### src/rtl/relu_argmax_stage.sv
// relu_argmax_stage
// Captures one N-element signed vector, then walks it one element per cycle
// applying ReLU while tracking the largest activation, its index and the
// number of strictly positive inputs. The result is held until consumed.
//
// Ports:
//   clk        - clock, all state updates on the rising edge
//   rst_n      - asynchronous active-low reset
//   in_valid   - upstream offers a vector on `in`
//   in_ready   - high only while idle; an accept happens on in_valid && in_ready
//   in         - pre-activation vector, N signed WIDTH-bit elements
//   out_valid  - high only while a finished result is presented
//   out_ready  - downstream consumes the result on out_valid && out_ready
//   act_out    - ReLU of the captured vector
//   max_idx    - index of the largest activation (lowest index on ties)
//   max_val    - largest activation (0 if no element is positive)
//   num_active - count of strictly positive elements
module relu_argmax_stage #(
    parameter int WIDTH = 16,
    parameter int N     = 4,
    localparam int IW   = (N <= 2) ? 1 : $clog2(N),
    localparam int CW   = $clog2(N + 1)
) (
    input  logic                    clk,
    input  logic                    rst_n,
    input  logic                    in_valid,
    output logic                    in_ready,
    input  logic signed [WIDTH-1:0] in [0:N-1],
    output logic                    out_valid,
    input  logic                    out_ready,
    output logic signed [WIDTH-1:0] act_out [0:N-1],
    output logic [IW-1:0]           max_idx,
    output logic signed [WIDTH-1:0] max_val,
    output logic [CW-1:0]           num_active
);

    localparam logic [IW-1:0] LAST = IW'(N - 1);

    typedef enum logic [1:0] {
        IDLE = 2'd0,
        SCAN = 2'd1,
        DONE = 2'd2
    } state_t;

    state_t state;
    state_t next_state;

    logic signed [WIDTH-1:0] vec [0:N-1];
    logic [IW-1:0]           k;
    logic signed [WIDTH-1:0] elem;
    logic signed [WIDTH-1:0] act;

    // ReLU by sign bit: negative values clamp to zero; the result can never
    // exceed the input range, so no saturation is needed.
    function automatic logic signed [WIDTH-1:0] relu(input logic signed [WIDTH-1:0] x);
        return x[WIDTH-1] ? '0 : x;
    endfunction

    assign elem = vec[k];
    assign act  = relu(elem);

    assign in_ready  = (state == IDLE);
    assign out_valid = (state == DONE);

    always_ff @(posedge clk or negedge rst_n) begin
        if (!rst_n) begin
            state <= IDLE;
        end else begin
            state <= next_state;
        end
    end

    always_comb begin
        next_state = state;
        case (state)
            IDLE:    if (in_valid)   next_state = SCAN;
            SCAN:    if (k == LAST)  next_state = DONE;
            DONE:    if (out_ready)  next_state = IDLE;
            default:                 next_state = IDLE;
        endcase
    end

    // Capture stage (IDLE) feeds the sequential scan (SCAN); DONE only holds.
    always_ff @(posedge clk or negedge rst_n) begin
        if (!rst_n) begin
            vec        <= '{default: '0};
            act_out    <= '{default: '0};
            max_idx    <= '0;
            max_val    <= '0;
            num_active <= '0;
            k          <= '0;
        end else begin
            case (state)
                IDLE: begin
                    if (in_valid) begin
                        vec        <= in;
                        max_idx    <= '0;
                        max_val    <= '0;
                        num_active <= '0;
                        k          <= '0;
                    end
                end
                SCAN: begin
                    act_out[k] <= act;
                    // Strict compare keeps the earliest index on ties; the
                    // running max starts at 0 so all-nonpositive gives idx 0.
                    if (act > max_val) begin
                        max_val <= act;
                        max_idx <= k;
                    end
                    // A nonzero activation means the element was strictly positive.
                    if (act != '0) begin
                        num_active <= num_active + CW'(1);
                    end
                    // Index parks on the last element rather than wrapping.
                    if (k != LAST) begin
                        k <= k + IW'(1);
                    end
                end
                default: ;
            endcase
        end
    end

endmodule

### config.mk
export PLATFORM = sky130hd
export DESIGN_NAME = relu_argmax_stage
export DESIGN_NICKNAME = d
export VERILOG_FILES = /design/src/rtl/relu_argmax_stage.sv
export SDC_FILE = /design/constraint.sdc
export NUM_CORES = 1
export LEC_CHECK = 0
export CAP_MARGIN = 20
export CELL_PAD_IN_SITES_DETAIL_PLACEMENT = 0
export CELL_PAD_IN_SITES_GLOBAL_PLACEMENT = 1
export CORE_ASPECT_RATIO = 1.4
export CORE_MARGIN = 5
export CORE_UTILIZATION = 35
export CTS_BUF_LIST = sky130_fd_sc_hd__clkbuf_4 sky130_fd_sc_hd__clkbuf_8
export DETAILED_ROUTE_END_ITERATION = 8
export GPL_ROUTABILITY_DRIVEN = 0
export PLACE_DENSITY_LB_ADDON = 0.1
export SYNTH_ARGS = -nofsm -noshare
export SYNTH_HDL_FRONTEND = slang
export SYNTH_SLANG_ARGS = --single-unit
### constraint.sdc
create_clock -name clk -period 6.3 [get_ports clk]
set_input_delay 0.63 -clock clk [delete_from_list [all_inputs] [get_ports clk]]
set_output_delay 0.63 -clock clk [all_outputs]
set_load 0.02 [all_outputs]
==> metrics.md <==
| Metric | Value |
|---|---|
| Most frequent cell after synthesis | `nand2_1` |
| Synth area leaders | `dfrtp_1, nand2_1, mux4_2` |
| CTS H-tree lvls | `4` |
| Die height | `172 µm` |
| Total negative slack | `0 ns` |
| CP Cell Sequence | `inv_1 > nand2_1 > nand2_1 > nand2_1 > inv_1 > ha_1 > a21o_1 > a21o_1 > a21oi_1 > o21ai_0 > o31ai_4 > buf_8 > mux2i_1` |
| Cts bufs inserted | `17` |
| Post-route ant nets | `0` |
| Chip width | `126 µm` |
| Final setup viols | `0` |
| Post-route clock skew | `0.0135 ns` |
| Final nets | `908` |
| Clock Pin Slew Worst Setup and Hold Paths | `0.09 ns` |
| Remaining DRCs | `0` |
| First-pass GRT wire length | `28,900 µm` |
| Site Rows | `59` |
| Drt pass-1 iters | `4` |
| WP data required | `6.66 ns` |
| Crit path capture | `max_val[9]` |
| Worst endpoint data arrival time | `4.39 ns` |
| CP Launch Type | `flop` |
| Violation count after the first detailed-route iteration | `284` |
| R2r setup slk | `2.27 ns` |
| Total GRT Usage | `17.1%` |
| Placed cell areas | `0.00823 mm²` |
| Cells after Synth | `683` |
| Seq/Total Area, Yosys | `56.5%` |
| Worst VDD drop | `0.000250 V` |
| Layout cells sized above 1 | `7.44%` |
| Synth top cells by count | `nand2_1, dfrtp_1, o21ai_1` |
| Ys flop type | `dfrtp_1` |
| Root Driver | `clkbuf_8` |
| Initial core utilization | `35.4%` |
| Status | `finished clean` |
| WL per Instance | `16.6 µm` |
| Crit path launch | `k[0]` |
| Reg2reg path depth | `13` |
| Clk_lat worst skew | `0.45 ns` |
| Final worst-path cycle share | `64.0%` |
| Top cell type by total area after synthesis | `dfrtp_1` |
| Final wirelength | `17,900 µm` |
| Crit path kind | `reg -> reg` |
| Slowest cell on the critical path | `dfrtp_1` |
| PortBufs | `149` |
| Synthesized area | `0.00655 mm²` |
| Slew @ Worst Pin | `0.972 ns` |
| Initial antenna violation count | `0` |
| CTS tree | `done` |
| Top cell type's share of synthesized area | `56.5%` |
| CTS Buffer Depth | `2` |
| Crit path top cell by count | `nand2_1` |
| Worst slew margin | `35.1%` |
| Static Leak | `4.16 nW` |
| Crit end category | `flop` |
| Smallest hold slack | `0.169 ns` |
| Final min period | `4.03 ns` |
| Post-route cell area | `0.00865 mm²` |
| # clock sinks | `148` |
| RSZ-0062 raised after global routing | `no` |
| Vias per inst | `4.67` |
| # resized after CTS | `0` |
| Ant diodes | `0` |
| Detail Placement HPWL | `13,300 µm` |
| Asr flop ratio synth | `100%` |
| Yosys reg bits | `148` |
| Area of the core | `0.0185 mm²` |
| Fmax | `0.248 GHz` |
| Via count | `5,025` |
| Mean Syn Cell Area | `9.60 µm²` |
| Hold Path Class | `in -> async` |
| Area Growth Syn to Fin | `32.0%` |
| Final Hold Viols | `0` |
| Hold buffers post-CTS | `0` |
| Slew Limit Fails | `0` |
| Power Density | `552 mW/mm²` |
| Synth cell types | `34` |
| Crit-path max FO | `20` |
| IO Pins | `155` |
| YS warnings | `0` |
| RR Endpoint | `max_val[9]` |
| Post-synth EDFFs | `0` |
| GRT overflow | `0` |
| Die ar. | `0.0216 mm²` |
| Vias in the first global route | `5,296` |
| Crit-path max cell delay | `0.99 ns` |
| Max Cap Violations | `0` |
| Largest net degree at the start of global routing | `82` |
| Worst R2R Start | `k[0]` |
| Postcts setup bufs | `0` |
## how the worst min path moves through the flow
stage,start,to,slack [ns],cells past startpoint
after floorplan,rst_n,act_out[0],0.33,0
after global placement,vec[38],vec[38],0.46,2
after detailed placement,vec[46],vec[46],0.46,2
after CTS,rst_n,act_out[23],0.18,1
after global routing,rst_n,act_out[23],0.20,1
final,rst_n,act_out[32],0.17,1
## state kept, by name (all words and copies together) (netlist names)
register,cells
act_out,60
k,2
max_idx,2
max_val,15
num_active,3
state,2
vec,64
## worst max-delay path: cells and delay by family (launching register included)
kind                       cells  cell delay, ns
adders and majority gates      1            0.29
muxes                          1            0.20
buffers and inverters          3            0.55
and+or+nand+nor                3            0.71
DFF                            1            0.99
AOI/OAI and AO/OA              5            1.18
## routing by layer
layer | vias to the layer above | GRT usage [%] | part of all wire [%]
met1 | 2388 | 21.1 | 43
met3 | 26 | 3.77 | 4.2
met5 | - | 0 | 0
met4 | 0 | 6.98 | 2.8
met2 | 132 | 29.3 | 50
li1 | 2479 | - | -
## power by group
part	internal, mW	switching, mW
registers	1.35	0.318
logic	1.02	1.37
clock network	0.323	0.398
## final cells by class
class	count	area, µm²
clock inverter	15	146
fill	1830	9880
inverter	32	120
timing repair buffer	155	1570
tap	244	305
multi-input combinational	466	2580
clock buffer	17	234
sequential	148	3700
## through the flow
stage	total power, mW	instances	worst slack (ns)	utilization [%]
floorplan	3.14	687	3.07	-
global placement	4.04	1043	2.07	44.4
detailed placement	4.09	1043	1.96	44.4
CTS	4.82	1075	1.91	46.5
global route	5.17	1077	1.76	46.7
finish	4.78	1077	2.27	46.7
## cells in the final DEF (no fill, tap or decap), types with 2 or more instances in the layout
cell type	n
nand4_1	4
inv_6	5
inv_1	32
o21ai_0	26
mux2i_1	20
o211ai_1	2
inv_8	2
nand2_1	297
clkinv_4	2
clkbuf_8	17
dfrtp_1	148
o21ai_1	37
nor2_1	4
clkdlybuf4s50_1	148
clkinv_2	2
a21oi_1	4
mux4_2	15
clkinvlp_4	3
nand2b_1	3
nand3_1	3
a21o_1	6
conb_1	5
nor2b_1	2
nor4_2	3
buf_4	4
nor3_1	2
ha_1	20
## kinds of logic after synthesis
group / synth area share, %
fa+ha+maj: 3.82
flops: 56.5
other cells: 0.0572
simple gates: 19.5
mux: 8.21
buf+inv: 4.75
compound gates: 7.14
Power figures use the tool's default switching activity.
